## config.mk

```make
export PLATFORM = sky130hd
export DESIGN_NAME = memory_access_hs
export DESIGN_NICKNAME = d
export VERILOG_FILES = /design/src/rtl/memory_access_hs.sv
export SDC_FILE = /design/constraint.sdc
export NUM_CORES = 1
export LEC_CHECK = 0
export BUFFER_PORTS_ARGS = -buffer_cell sky130_fd_sc_hd__buf_2
export CORE_MARGIN = 2
export CORE_UTILIZATION = 55
export DETAILED_ROUTE_END_ITERATION = 6
export PLACE_DENSITY = 0.86
export SLEW_MARGIN = 20
export SYNTH_ARGS = -nofsm -noshare
export SYNTH_HDL_FRONTEND = slang
export SYNTH_SLANG_ARGS = --single-unit
```

## constraint.sdc

```tcl
create_clock -name clk -period 3.3 [get_ports clk]
set_input_delay 0.66 -clock clk [delete_from_list [all_inputs] [get_ports clk]]
set_output_delay 0.66 -clock clk [all_outputs]
set_load 0.02 [all_outputs]
```

## src/rtl/memory_access_hs.sv

```systemverilog
// Handshaked RV32I/RV64I memory-access stage: req/gnt + rvalid data bus, lane steering, load extension.
// Optional build macro MA_TIMEOUT_EN adds a watchdog that abandons a stuck transaction after TIMEOUT_CYC cycles.
module memory_access_hs #(
    parameter int XLEN        = 32,
    parameter int ADDR_W      = 32,
    parameter int TIMEOUT_CYC = 255
) (
    input  logic                clk,
    input  logic                rst,
    input  logic                clk_en,
    input  logic                i_ex_valid,
    input  logic                i_ex_mem_to_reg,
    input  logic                i_ex_rw_sel,
    input  logic                i_ex_reg_wr,
    input  logic                i_ex_mem_rd,
    input  logic                i_ex_mem_wr,
    input  logic [XLEN-1:0]     i_ex_pc_plus_4,
    input  logic [XLEN-1:0]     i_ex_alu_result,
    input  logic [XLEN-1:0]     i_ex_reg_read_data2,
    input  logic [4:0]          i_ex_reg_dest,
    input  logic [2:0]          i_ex_funct3,
    output logic                o_ex_stall,
    output logic                o_dmem_req,
    input  logic                i_dmem_gnt,
    output logic                o_dmem_we,
    output logic [ADDR_W-1:0]   o_dmem_addr,
    output logic [XLEN/8-1:0]   o_dmem_be,
    output logic [XLEN-1:0]     o_dmem_wdata,
    input  logic                i_dmem_rvalid,
    input  logic [XLEN-1:0]     i_dmem_rdata,
    output logic                o_ma_valid,
    output logic                o_ma_mem_to_reg,
    output logic                o_ma_rw_sel,
    output logic                o_ma_reg_wr,
    output logic [XLEN-1:0]     o_ma_pc_plus_4,
    output logic [XLEN-1:0]     o_ma_result,
    output logic [XLEN-1:0]     o_ma_read_data,
    output logic [4:0]          o_ma_reg_dest,
    output logic                o_ma_misalign
);

    localparam int BE_W  = XLEN / 8;
    localparam int OFF_W = $clog2(BE_W);

    typedef enum logic [1:0] {IDLE, REQ, WAIT} state_t;

    state_t              state;
    logic                mem_op;
    logic                is_store;
    logic                aligned;
    logic                start;
    logic                done;
    logic                timeout_hit;
    logic [OFF_W-1:0]    ex_off;
    logic [ADDR_W-1:0]   ex_addr;
    logic [BE_W-1:0]     size_mask;
    logic [BE_W-1:0]     ex_be;
    logic [XLEN-1:0]     ex_wdata;
    logic [XLEN-1:0]     shifted;
    logic [XLEN-1:0]     load_data;

    logic [OFF_W-1:0]    req_off;
    logic [2:0]          req_funct3;
    logic                req_mem_to_reg;
    logic                req_rw_sel;
    logic                req_reg_wr;
    logic [XLEN-1:0]     req_pc_plus_4;
    logic [XLEN-1:0]     req_result;
    logic [4:0]          req_dest;

    // A set store bit wins when both read and write are flagged.
    assign mem_op   = i_ex_mem_rd | i_ex_mem_wr;
    assign is_store = i_ex_mem_wr;
    assign ex_addr  = ADDR_W'(i_ex_alu_result);
    assign ex_off   = i_ex_alu_result[OFF_W-1:0];

    always_comb begin
        size_mask = BE_W'(1);
        aligned   = 1'b1;
        case (i_ex_funct3[1:0])
            2'b00: begin
                size_mask = BE_W'(1);
                aligned   = 1'b1;
            end
            2'b01: begin
                size_mask = BE_W'(3);
                aligned   = ~ex_off[0];
            end
            2'b10: begin
                size_mask = BE_W'(15);
                aligned   = (ex_off[1:0] == 2'b00);
            end
            default: begin
                size_mask = '1;
                aligned   = (XLEN == 64) && (ex_off == '0);
            end
        endcase
        // Unsigned word loads only exist on RV64.
        if ((XLEN == 32) && (i_ex_funct3 == 3'b110)) begin
            aligned = 1'b0;
        end
    end

    assign ex_be    = size_mask << ex_off;
    assign ex_wdata = i_ex_reg_read_data2 << {ex_off, 3'b000};
    assign start    = i_ex_valid & mem_op & aligned;

    always_comb begin
        done = 1'b0;
        case (state)
            REQ:     done = i_dmem_gnt & i_dmem_rvalid;
            WAIT:    done = i_dmem_rvalid;
            default: done = 1'b0;
        endcase
    end

    // Stall drops in the cycle the access finishes so EX sees exactly the bus latency.
    assign o_ex_stall = (state == IDLE) ? start : ~(clk_en & (done | timeout_hit));

    assign shifted = i_dmem_rdata >> {req_off, 3'b000};

    always_comb begin
        load_data = shifted;
        case (req_funct3[1:0])
            2'b00: begin
                if (req_funct3[2]) load_data = XLEN'(shifted[7:0]);
                else               load_data = XLEN'($signed(shifted[7:0]));
            end
            2'b01: begin
                if (req_funct3[2]) load_data = XLEN'(shifted[15:0]);
                else               load_data = XLEN'($signed(shifted[15:0]));
            end
            2'b10: begin
                if (req_funct3[2]) load_data = XLEN'(shifted[31:0]);
                else               load_data = XLEN'($signed(shifted[31:0]));
            end
            default: load_data = shifted;
        endcase
    end

`ifdef MA_TIMEOUT_EN
    localparam int CNT_W = $clog2(TIMEOUT_CYC + 1);

    logic [CNT_W-1:0] to_count;

    // A real response in the final cycle still takes priority over the watchdog.
    assign timeout_hit = (state != IDLE) && (to_count == CNT_W'(TIMEOUT_CYC - 1)) && ~done;

    always_ff @(posedge clk) begin
        if (rst) begin
            to_count <= '0;
        end else if (clk_en) begin
            if (state == IDLE) begin
                to_count <= '0;
            end else begin
                to_count <= to_count + 1'b1;
            end
        end
    end
`else
    logic unused_timeout_cfg;

    assign unused_timeout_cfg = ^TIMEOUT_CYC;
    assign timeout_hit        = 1'b0;
`endif

    always_ff @(posedge clk) begin
        if (rst) begin
            state           <= IDLE;
            o_dmem_req      <= 1'b0;
            o_dmem_we       <= 1'b0;
            o_dmem_addr     <= '0;
            o_dmem_be       <= '0;
            o_dmem_wdata    <= '0;
            req_off         <= '0;
            req_funct3      <= '0;
            req_mem_to_reg  <= 1'b0;
            req_rw_sel      <= 1'b0;
            req_reg_wr      <= 1'b0;
            req_pc_plus_4   <= '0;
            req_result      <= '0;
            req_dest        <= '0;
            o_ma_valid      <= 1'b0;
            o_ma_mem_to_reg <= 1'b0;
            o_ma_rw_sel     <= 1'b0;
            o_ma_reg_wr     <= 1'b0;
            o_ma_pc_plus_4  <= '0;
            o_ma_result     <= '0;
            o_ma_read_data  <= '0;
            o_ma_reg_dest   <= '0;
            o_ma_misalign   <= 1'b0;
        end else if (clk_en) begin
            case (state)
                IDLE: begin
                    if (start) begin
                        state          <= REQ;
                        o_dmem_req     <= 1'b1;
                        o_dmem_we      <= is_store;
                        o_dmem_addr    <= ex_addr & ~ADDR_W'(BE_W - 1);
                        o_dmem_be      <= ex_be;
                        o_dmem_wdata   <= is_store ? ex_wdata : '0;
                        req_off        <= ex_off;
                        req_funct3     <= i_ex_funct3;
                        req_mem_to_reg <= i_ex_mem_to_reg;
                        req_rw_sel     <= i_ex_rw_sel;
                        req_reg_wr     <= i_ex_reg_wr;
                        req_pc_plus_4  <= i_ex_pc_plus_4;
                        req_result     <= i_ex_alu_result;
                        req_dest       <= i_ex_reg_dest;
                        o_ma_valid     <= 1'b0;
                    end else if (i_ex_valid) begin
                        // Either a non-memory op or a misaligned access; neither touches the bus.
                        o_ma_valid      <= 1'b1;
                        o_ma_mem_to_reg <= i_ex_mem_to_reg;
                        o_ma_rw_sel     <= i_ex_rw_sel;
                        o_ma_reg_wr     <= i_ex_reg_wr & ~mem_op;
                        o_ma_pc_plus_4  <= i_ex_pc_plus_4;
                        o_ma_result     <= i_ex_alu_result;
                        o_ma_read_data  <= '0;
                        o_ma_reg_dest   <= i_ex_reg_dest;
                        o_ma_misalign   <= mem_op;
                    end else begin
                        o_ma_valid <= 1'b0;
                    end
                end
                REQ, WAIT: begin
                    if (done || timeout_hit) begin
                        state           <= IDLE;
                        o_dmem_req      <= 1'b0;
                        o_ma_valid      <= 1'b1;
                        o_ma_mem_to_reg <= req_mem_to_reg;
                        o_ma_rw_sel     <= req_rw_sel;
                        o_ma_reg_wr     <= req_reg_wr & done;
                        o_ma_pc_plus_4  <= req_pc_plus_4;
                        o_ma_result     <= req_result;
                        o_ma_read_data  <= (done && !o_dmem_we) ? load_data : '0;
                        o_ma_reg_dest   <= req_dest;
                        o_ma_misalign   <= ~done;
                    end else begin
                        o_ma_valid <= 1'b0;
                        if ((state == REQ) && i_dmem_gnt) begin
                            o_dmem_req <= 1'b0;
                            state      <= WAIT;
                        end
                    end
                end
                default: state <= IDLE;
            endcase
        end
    end

endmodule
```

### Yosys cells after proc, flatten, opt, wreduce, memory -nomap -nowiden

Index checks and enable logic that the tools add are counted.
W data, S select, Z words.

* equality and inequality tests: 11
* bitwise logic cells: 11
* reduce and logical (&&, ||, !) cells: 14
* shifts and indexed selects: 3
* mux-type cells: 54

Operator list (count)
* $mux W32: 13
* $pmux W32 S2: 4
* $shl A32 B5 Y32: 1
* $shr A32 B5 Y32: 1
* $mux W1: 20
* $mux W5: 3
* $pmux W1 S2: 7
* $pmux W5 S2: 1
* $logic_not A2 Y1: 4
* $ne A2 B2 Y1 const B: 4
* $pmux W4 S2: 1
* $and A1 B1 Y1: 6
* $eq A2 B1 Y1 const B: 3
* $mux W2: 3
* $reduce_and A3 Y1: 2
* $reduce_and A5 Y1: 1
* $eq A2 B2 Y1 const B: 2
* $not A1 Y1: 4
* $pmux W2 S2: 1
* $reduce_and A4 Y1: 1
* $shl A4 B2 Y4: 1
* $eq A3 B3 Y1 const B: 1
* $ne A3 B3 Y1 const B: 1
* $pmux W1 S3: 1
* 6 further kinds: 7

* input port bits: 147
* register bits: 253

### Logic depth before layout (Yosys ltp)

Gate-level depths: netlist of run 1.

* depth after elaboration: 6
* mapped depth: 10
* gate-level depth less buffers: 7

### Least setup slack after synthesis of run 1

Ideal clock, no wire load.

* kind: in2out
* from: input port i_ex_alu_result[0]
* to: output port o_ex_stall
* setup slack: 835 ps
* data arrival time: 1805 ps
* cell stages on the path: 4
* path buffers: 1
* path through: clkbuf_1 o31ai_2 a41oi_1 a31oi_1

* cells in the longest elaborated chain, start to end: 5
* elaborated cells between the ends (all ways): 6
* those cells by class: mux: 3; bitwise: 2; reduce/logical: 1

Ends and longest elaborated chain
* start, declared: RTL line 18 `input logic [XLEN-1:0] i_ex_alu_result,`
* $logic_not A2 Y1 or $not A1 Y1 (tied branches): RTL line 91, 87
* $pmux W1 S3 *: RTL line 80 `case (i_ex_funct3[1:0])`
* $mux W1 *: RTL line 99 `if ((XLEN == 32) && (i_ex_funct3 == 3'b110)) begin`
* $and A1 B1 Y1 *: RTL line 106 `assign start = i_ex_valid & mem_op & aligned;`
* $mux W1 *: RTL line 118 `assign o_ex_stall = (state == IDLE) ? start : ~(clk_en & (done | timeout_hit));`
* end, declared: RTL line 22 `output logic o_ex_stall,`

Every way passes the cells marked *; elsewhere a longest branch is shown, timed or not.

### Worst setup path after layout of run 1

* from: register state[0]
* to: output port o_ex_stall

* cells in the longest elaborated chain, start to end: 5
* elaborated cells between the ends (all ways): 7
* those cells by class: eq/ne: 2; mux: 2; bitwise: 2; reduce/logical: 1

Ends and longest elaborated chain
* start, declared: RTL line 47 `state_t state;`
* start signal, assigned: RTL line 169 `state <= IDLE;`
* start signal, assigned: RTL line 196 `state <= REQ;`
* start signal, assigned: RTL line 228 `state <= IDLE;`
* $eq A2 B2 Y1 or $eq A2 B1 Y1 (tied branches): RTL line 110 `case (state)`
* $pmux W1 S2: RTL line 110
* $and A1 B1 Y1: RTL line 118
* $not A1 Y1: RTL line 118
* $mux W1 *: RTL line 118

Marked as above.

==> results.json, run 1 <==
{
  "core_mm2": 0.0172,
  "clock_skew_ps": 6.33,
  "fp.dieH_um": 136,
  "hpwl_um": 18900,
  "drv_cap": 0,
  "post_synth_and_or_nand_nor_area_fraction_pct": 17.8,
  "gp_congestion": 0.937,
  "ant_nets": 0,
  "grt_pass1_vias": 8318,
  "num-nets-final": 1559,
  "ys.flop_type": "dfxtp_1",
  "required_ps": 2640,
  "crit_path_end_kind": "output pin",
  "htreeDepth": 1,
  "cts_made_buffers": 23,
  "yosys_warnings": 0,
  "register_area_mm2": 0.00442,
  "power_density_mw_per_mm2": 525,
  "synth-compound-area-share_pct": 17.9,
  "synthToLayoutAreaGrowth_pct": 25.9,
  "wl_per_cell_um": 16.7,
  "synth.mux.area_fraction_pct": 13.0,
  "grt_max_degree": 132,
  "worstSetupStartpointType": "flip-flop",
  "synth-edff-count": 0,
  "clock_latency_ps": 490,
  "outcome": "finished clean",
  "ctsRootBufferMaster": "clkbuf_16",
  "first_iter_violations": 724,
  "cts_repair_resize_count": 0,
  "synthesis.area_mm2": 0.00962,
  "synthAdderAreaFrac_pct": 0.520,
  "postCtsSetupRepairBufs": 0,
  "finalHoldViolations": 0,
  "post-route-min-period_ps": 2890,
  "fp.dieW_um": 136,
  "routed_wl_um": 27700,
  "finalSetupViolations": 0,
  "clk_pin_slew_ps": 60,
  "track_usage_pct": 27.5,
  "rsz0062_at_grt": "false",
  "nFillCells": 1351,
  "worst_path_max_delay_cell": "ha_4",
  "total_power_mw": 6.36,
  "fin_setup_tns_ps": 0,
  "antenna_found_initial": 3,
  "ff2ff_setup_slack_ps": 700,
  "power_leakage_nw": 4.91,
  "vdd.ir_drop.worst_uv": 353,
  "synth_top_family_by_area": "compound AO/OA/AOI/OAI gates",
  "worstPathMaxFanout": 30,
  "finalCritPeriodShare_pct": 87.5,
  "drcViolationCount": 0,
  "postSynthCellCount": 1147,
  "initial_utilization_pct": 56.0,
  "critical_path_class": "flip-flop to output pin",
  "multi_input_area_mm2": 0.00478,
  "cts_tree": "yes",
  "io_pins": 324,
  "dr_total_vias": 9405,
  "cts.path.max_buffers": 3,
  "clock-sinks": 221,
  "placementRows": 48,
  "post-place-ws_ps": 653,
  "drt_first_pass_iters": 5,
  "max_clock_freq_ghz": 0.346,
  "synth_seq_cells": 221,
  "syn_area_per_cell_um2": 8.39,
  "holdBufCountCts": 0,
  "via_per_inst": 5.69,
  "worstMarginPinSlew_ps": 991,
  "grt_overflow": 0,
  "drive_above_1_share_pct": 28.6,
  "worst_slack_ps": 411,
  "portBuffers": 321,
  "path_cells": "inv_1 -> ha_4 -> and3_1 -> a31oi_1 -> buf_2",
  "crit_arrival_ps": 2230,
  "slew_viol_final": 0,
  "grt_pass1_wl_um": 41600,
  "min_path_type": "input port to flip-flop",
  "async_reset_ff_share_pct": 0,
  "synth-xor-area-share_pct": 0,
  "dieArea_mm2": 0.0186,
  "synth_cell_type_count": 44,
  "slew-limit-headroom_pct": 33.9,
  "critPathMaxStageDelay_ps": 580,
  "ys_seq_area_share_pct": 46.0
}
-- critical path: cells and delay by family (launching register included) --
kind            cells  cell delay, ps
compound gates      1             150
simple gates        1             320
flops               1             380
fa+ha+maj           1             580
buf+inv             2             300
-- final timing paths --
kind                                        from                  to  depth (start not counted)
worst min register to register     o_ma_misalign       o_ma_misalign                          2
worst max-delay path                    state[0]          o_ex_stall                          5
worst min-delay path            i_ex_reg_dest[1]         req_dest[1]                          3
worst max register to register          state[0]  o_ma_read_data[28]                          7
-- cells in the final DEF, fill, tap and decap left out, drive strengths merged, types with 4 or more instances in the layout --
| cell | instances |
|---|---|
| o21ai | 19 |
| or3 | 11 |
| inv | 6 |
| nand4 | 16 |
| ha | 4 |
| a21oi | 139 |
| nand3 | 19 |
| clkinv | 5 |
| nand3b | 8 |
| mux2 | 24 |
| a211oi | 72 |
| dfxtp | 221 |
| nor2 | 86 |
| buf | 340 |
| o41ai | 8 |
| o2111ai | 15 |
| nor3 | 4 |
| clkbuf | 34 |
| a221oi | 9 |
| mux2i | 98 |
| nand2 | 257 |
-- power breakdown --
part	switching (mW)	total [mW]	internal (mW)
clock network	1.03	2.64	1.61
registers	0.0599	2.84	2.78
logic	0.556	0.881	0.325
-- through the flow --
stage          hold slack (ps)  std cells  utilization (%)  instance area (µm²)
4_1_cts                    397       1649             70.5                12100
6_report                   412       1652             70.6                12100
2_1_floorplan              436       1148                -                 9630
3_5_place_dp               440       1608             66.0                11300
5_1_grt                    410       1652             70.6                12100
3_3_place_gp               434       1608             66.0                11300
-- per-layer routing --
metal	vias up	part of all wire (%)	global-route usage, %
met5	-	0	0
met4	0	3.5	11.5
met3	70	9.3	7.23
met2	425	48	46.0
met1	4358	39	33.6
li1	4552	-	-
-- cell families (layout without fill, tap and decap cells) --
group	Yosys count	in the layout
other	1	5
AO/OA/AOI/OAI	275	275
adder cells (fa/ha/maj)	4	4
multiplexers	122	122
buffers and inverters	112	388
AND/OR/NAND/NOR	412	412
flip-flops	221	221
-- cell type report --
type	count	share of cell area, %
Tap cell	225	2.32
Inverter	7	0.217
Antenna cell	3	0.0619
Timing Repair Buffer	340	15.1
Sequential cell	221	36.5
Multi-Input combinational cell	815	39.5
Clock buffer	34	5.42
Clock inverter	7	0.909
-- Yosys cell counts (all sizes together) (3+ instances only) --
cell type	count	area, µm²
o2111ai	15	131
nand4	16	100
a221oi	9	78.8
mux2i	98	981
nand3	19	95.1
or3	11	68.8
nor2b	3	18.8
o21ai	19	95.1
a211oi	72	546
clkbuf	74	278
mux2	24	270
dfxtp	221	4420
inv	6	22.5
nor3	4	20.0
nand2	257	965
nand3b	8	60.1
nor2	86	323
ha	4	50.1
a21oi	139	696
buf	31	154
o41ai	8	70.1
Note: power is estimated with default switching activity, not from simulation.
==> run 2: changes to the inputs <==
--- a/config.mk
+++ b/config.mk
@@ -5,7 +5,7 @@
 export SDC_FILE = /design/constraint.sdc
 export NUM_CORES = 1
 export LEC_CHECK = 0
-export BUFFER_PORTS_ARGS = -buffer_cell sky130_fd_sc_hd__buf_2
+export BUFFER_PORTS_ARGS = -buffer_cell sky130_fd_sc_hd__buf_4
 export CORE_MARGIN = 2
 export CORE_UTILIZATION = 55
 export DETAILED_ROUTE_END_ITERATION = 6
==> run 2 against run 1 <==
- combinational power grew 12%
- global-route usage grew 2.1 points
- total power grew 2.5%
- cell area grew 6.8%
==> results.json, run 2 (synthesis results as in run 1) <==
{
  "power_leakage_nw": 5.06,
  "worstMarginPinSlew_ps": 785,
  "critPathMaxStageDelay_ps": 390,
  "vdd.ir_drop.worst_uv": 367,
  "placementRows": 48,
  "power_density_mw_per_mm2": 503,
  "critical_path_class": "flip-flop to output pin",
  "drv_cap": 0,
  "dr_total_vias": 9441,
  "cts_made_buffers": 24,
  "first_iter_violations": 840,
  "antenna_found_initial": 0,
  "fp.dieH_um": 136,
  "p_clk_share_pct": 41.2,
  "routed_wl_um": 29200,
  "post-place-ws_ps": 720,
  "p_switching_mw": 1.69,
  "path_cells": "inv_1 -> ha_1 -> a21o_1 -> and3_1 -> a31oi_1 -> buf_4",
  "cts.path.max_buffers": 3,
  "wl_per_cell_um": 17.7,
  "crit_path_end_kind": "output pin",
  "cts_repair_resize_count": 0,
  "slew-limit-headroom_pct": 47.5,
  "crit_arrival_ps": 2010,
  "max_clock_freq_ghz": 0.375,
  "grt_overflow": 0,
  "post-route-min-period_ps": 2670,
  "io_pins": 324,
  "core_mm2": 0.0172,
  "finalCritPeriodShare_pct": 80.8,
  "worstPathMaxFanout": 4,
  "required_ps": 2640,
  "p_int_mw": 4.83,
  "outcome": "finished clean",
  "portBuffers": 321,
  "grt_max_degree": 101,
  "most-common-layout-cells": "334 x buf_4, 257 x nand2_1, 221 x dfxtp_1",
  "drcViolationCount": 0,
  "ctsRootBufferMaster": "clkbuf_16",
  "dp.cells": 1609,
  "synthToLayoutAreaGrowth_pct": 34.6,
  "drt_first_pass_iters": 5,
  "finalHoldViolations": 0,
  "cts_tree": "yes",
  "worstSetupStartpointType": "flip-flop",
  "dieArea_mm2": 0.0186,
  "postCtsSetupRepairBufs": 0,
  "grt_pass1_vias": 8741,
  "switching_share_pct": 25.9,
  "rsz0062_at_grt": "false",
  "final_common_cell": "buf_4",
  "clock_skew_ps": 7.57,
  "min_path_type": "input port to flip-flop",
  "clock_latency_ps": 500,
  "worst_slack_ps": 634,
  "ant_nets": 0,
  "drive_above_1_share_pct": 28.8,
  "worst_path_max_delay_cell": "dfxtp_1",
  "grt_pass1_wl_um": 44600,
  "finalSetupViolations": 0,
  "combPwrFrac_pct": 15.2,
  "hpwl_um": 19900,
  "gp_congestion": 0.936,
  "holdBufCountCts": 0,
  "via_per_inst": 5.71,
  "initial_utilization_pct": 56.0,
  "fin_setup_tns_ps": 0,
  "instances_no_fill": 1652,
  "fp.dieW_um": 136,
  "clock-sinks": 221,
  "htreeDepth": 1,
  "power_frac_seq_pct": 43.7,
  "track_usage_pct": 29.6,
  "total_power_mw": 6.52,
  "slew_viol_final": 0,
  "antenna_cells": 0,
  "num-nets-final": 1561,
  "clk_pin_slew_ps": 60
}
[run 2: cell count changes in the layout (fill, tap and decap cells not counted), sizes merged]
cell	before	now
clkinvlp	0	1
diode	3	0
bufinv	3	2
clkinv	5	6
clkbuf	34	35
buf	340	341
[run 2: layer usage]
| layer | track usage (%) | vias to the layer above | part of all wire [%] |
|---|---|---|---|
| met1 | 36.4 | 4386 | 39 |
| met5 | 0 | - | 0 |
| met4 | 13.8 | 0 | 4.7 |
| met3 | 7.35 | 87 | 9.0 |
| met2 | 48.9 | 417 | 47 |
| li1 | - | 4551 | - |
[run 2: through the flow]
stage	util (%)	cell area, µm²	hold WS, ps
3_5_place_dp	70.8	12200	443
3_3_place_gp	70.8	12200	438
5_1_grt	75.4	12900	403
2_1_floorplan	-	9630	436
4_1_cts	75.4	12900	400
6_report	75.4	12900	411
[run 2: final timing paths]
| check | from | to | slack (ps) | cells after the start |
|---|---|---|---|---|
| min | i_ex_alu_result[17] | req_result[17] | 410 | 3 |
| max | state[0] | o_ex_stall | 630 | 6 |
| max reg2reg | state[0] | o_ma_read_data[30] | 890 | 8 |
| min reg2reg | req_pc_plus_4[4] | req_pc_plus_4[4] | 450 | 2 |
[run 2: critical path: cells and delay by family, from the launching register on]
family | cells | cell delay [ps]
flops | 1 | 390
compound gates | 2 | 380
buf+inv | 2 | 290
simple gates | 1 | 230
fa+ha+maj | 1 | 220
[run 2: cell type report]
class                   count  area (µm²)
inverters                   7        26.3
fillers                  1267        4230
flip-flops and latches    221        4420
multi-input cells         815        4780
clock inverters             8        92.6
repair buffers            341        2640
well taps                 225         282
clock buffers              35         703
[run 2: power groups by stage]
stage               Clock [mW]  Combinational [mW]  Sequential (mW)
global placement             0               0.957             2.90
floorplan                    0               0.433             3.01
CTS                       2.72               0.984             2.85
detailed placement           0               0.976             2.90
global route              2.83                1.06             2.86
finish                    2.68               0.988             2.85
==> run 3: changes to the inputs <==
--- a/config.mk
+++ b/config.mk
@@ -7,9 +7,9 @@
 export LEC_CHECK = 0
 export BUFFER_PORTS_ARGS = -buffer_cell sky130_fd_sc_hd__buf_4
 export CORE_MARGIN = 2
-export CORE_UTILIZATION = 55
+export CORE_UTILIZATION = 46
 export DETAILED_ROUTE_END_ITERATION = 6
-export PLACE_DENSITY = 0.86
+export PLACE_DENSITY = 0.77
 export SLEW_MARGIN = 20
 export SYNTH_ARGS = -nofsm -noshare
 export SYNTH_HDL_FRONTEND = slang
==> constraint.sdc (replaced) <==
create_clock -name clk -period 2.1 [get_ports clk]
set_input_delay 0.42 -clock clk [delete_from_list [all_inputs] [get_ports clk]]
set_output_delay 0.42 -clock clk [all_outputs]
set_load 0.02 [all_outputs]
==> run 3 against run 2 <==
- the flow now finishes with violations (setup timing)
- cell count increased by 7.7%
- critical endpoint unchanged
- largest power group unchanged
- combinational power increased by 110%
- critical path depth increased by 1
- die area increased by 19%
- cell area increased by 15%
- sequential power increased by 57%
- sequential cell count unchanged
- count of clock-buffer cells in the layout unchanged
- highest routed layer unchanged
- non-clock buffer count increased by 81
- core utilization decreased by 2.5 points
- global-route usage decreased by 3.4 points
==> results.json, run 3 (synthesis results as in run 1) <==
{
  "outcome": "finished with violations",
  "failed_checks": "setup timing",
  "drcViolationCount": 0,
  "holdWs_ps": 169,
  "drv_cap": 0,
  "gp_congestion": 0.887,
  "critical_path_class": "flip-flop to output pin",
  "fp.dieW_um": 149,
  "utilization_pct": 72.8,
  "timing.rr.end": "o_ma_pc_plus_4[8]",
  "synthToLayoutAreaGrowth_pct": 54.1,
  "place_area_mm2": 0.0126,
  "rsz0062_at_grt": "true",
  "min_path_type": "input port to flip-flop",
  "clk_pin_slew_ps": 60,
  "power_density_mw_per_mm2": 739,
  "drive_above_1_share_pct": 39.1,
  "post-route-min-period_ps": 2320,
  "most-common-layout-cells": "358 x buf_4, 256 x nand2_1, 219 x dfxtp_1",
  "grt_overflow": 0,
  "cts.path.max_buffers": 3,
  "holdPathEnd": "req_result[27]",
  "vdd.ir_drop.worst_uv": 456,
  "htreeDepth": 1,
  "crit_arrival_ps": 1900,
  "core_mm2": 0.0204,
  "crit_path_end_kind": "output pin",
  "num-nets-final": 1642,
  "worstSetupStartpointType": "flip-flop",
  "worstPathMaxFanout": 3,
  "finalCritPeriodShare_pct": 110,
  "antenna_cells": 0,
  "cts_made_buffers": 24,
  "final_common_cell": "buf_4",
  "slew-limit-headroom_pct": 47.7,
  "portBuffers": 321,
  "worstMarginPinSlew_ps": 784,
  "via_per_inst": 5.66,
  "min_from": "i_ex_alu_result[27]",
  "worst_slack_ps": -216,
  "first_iter_violations": 622,
  "slew_viol_final": 0,
  "initial_utilization_pct": 47.3,
  "required_ps": 1680,
  "io_pins": 324,
  "dr_total_vias": 10100,
  "nFillCells": 1465,
  "ant_nets": 0,
  "grt_pass1_wl_um": 47200,
  "finalHoldViolations": 0,
  "wl_per_cell_um": 19.1,
  "dieArea_mm2": 0.0221,
  "grt_pass1_vias": 9046,
  "holdBufCountCts": 0,
  "clock_latency_ps": 510,
  "r2r_start": "state[0]",
  "placementRows": 52,
  "drt_first_pass_iters": 7,
  "reg2reg_depth": 12,
  "holdPathStages": 3,
  "clock-sinks": 221,
  "clock_skew_ps": 7.39,
  "power_leakage_nw": 5.86,
  "ctsRootBufferMaster": "clkbuf_16",
  "max_clock_freq_ghz": 0.432,
  "ff2ff_setup_slack_ps": -140,
  "hpwl_um": 20700,
  "finalSetupViolations": 97,
  "antenna_found_initial": 0,
  "stdcell_area_mm2": 0.0148,
  "fp.dieH_um": 149,
  "routed_wl_um": 34100,
  "track_usage_pct": 26.3,
  "cts_tree": "yes",
  "grt_max_degree": 128
}
## run 3: worst max-delay path by stage
| stage | depth (start not counted) | start | to |
|---|---|---|---|
| floorplan | 9 | state[0] | o_ma_read_data[7] |
| global placement | 7 | i_ex_mem_wr | o_ma_misalign |
| detailed placement | 7 | state[0] | o_ma_read_data[12] |
| CTS | 7 | state[1] | o_ex_stall |
| global route | 7 | state[1] | o_ex_stall |
| finish | 7 | state[1] | o_ex_stall |
## run 3: timing repair
action,CTS,global route
pin swaps,6,70
gates cloned,5,20
buffers inserted,11,14
endpoints found under the setup margin,11,104
gates resized for setup,32,111
## run 3: metal layers
metal	GRT usage, %	part of all wire [%]	up-vias
met3	5.71	8.5	88
met1	33.0	39	4776
li1	-	-	4715
met2	44.5	49	483
met5	0	0	-
met4	9.57	3.6	0
## run 3: stage by stage
step | setup WS (ps) | std cells | TNS [ps] | total power, mW
after global placement | 34.5 | 1687 | 0 | 6.16
after detailed placement | -30.8 | 1687 | -95.7 | 6.19
after global routing | -257 | 1779 | -10240 | 11.3
after floorplan | 17.8 | 1148 | 0 | 5.40
after CTS | -175 | 1747 | -233 | 10.7
final | -216 | 1779 | -6170 | 11.0
## run 3: report_power, final
| part | internal [mW] | switching, mW |
|---|---|---|
| clock network | 2.67 | 1.72 |
| logic | 0.991 | 1.10 |
| registers | 4.37 | 0.110 |
## run 3: worst max-delay path: stages, from the launching register on
cell and delay (ps):
dfxtp_2 350, inv_2 70, ha_2 180, a21o_1 190
buf_6 130, and3_4 180, a31oi_4 140, buf_6 150
## run 3: cell type report
class	count	area, µm²	share of cell area, %
Multi-Input combinational cell	815	5290	35.7
Sequential cell	221	4430	29.9
Timing Repair Buffer	422	3910	26.4
Clock buffer	35	733	4.94
Tap cell	270	338	2.28
Clock inverter	9	101	0.683
Inverter	7	28.8	0.194
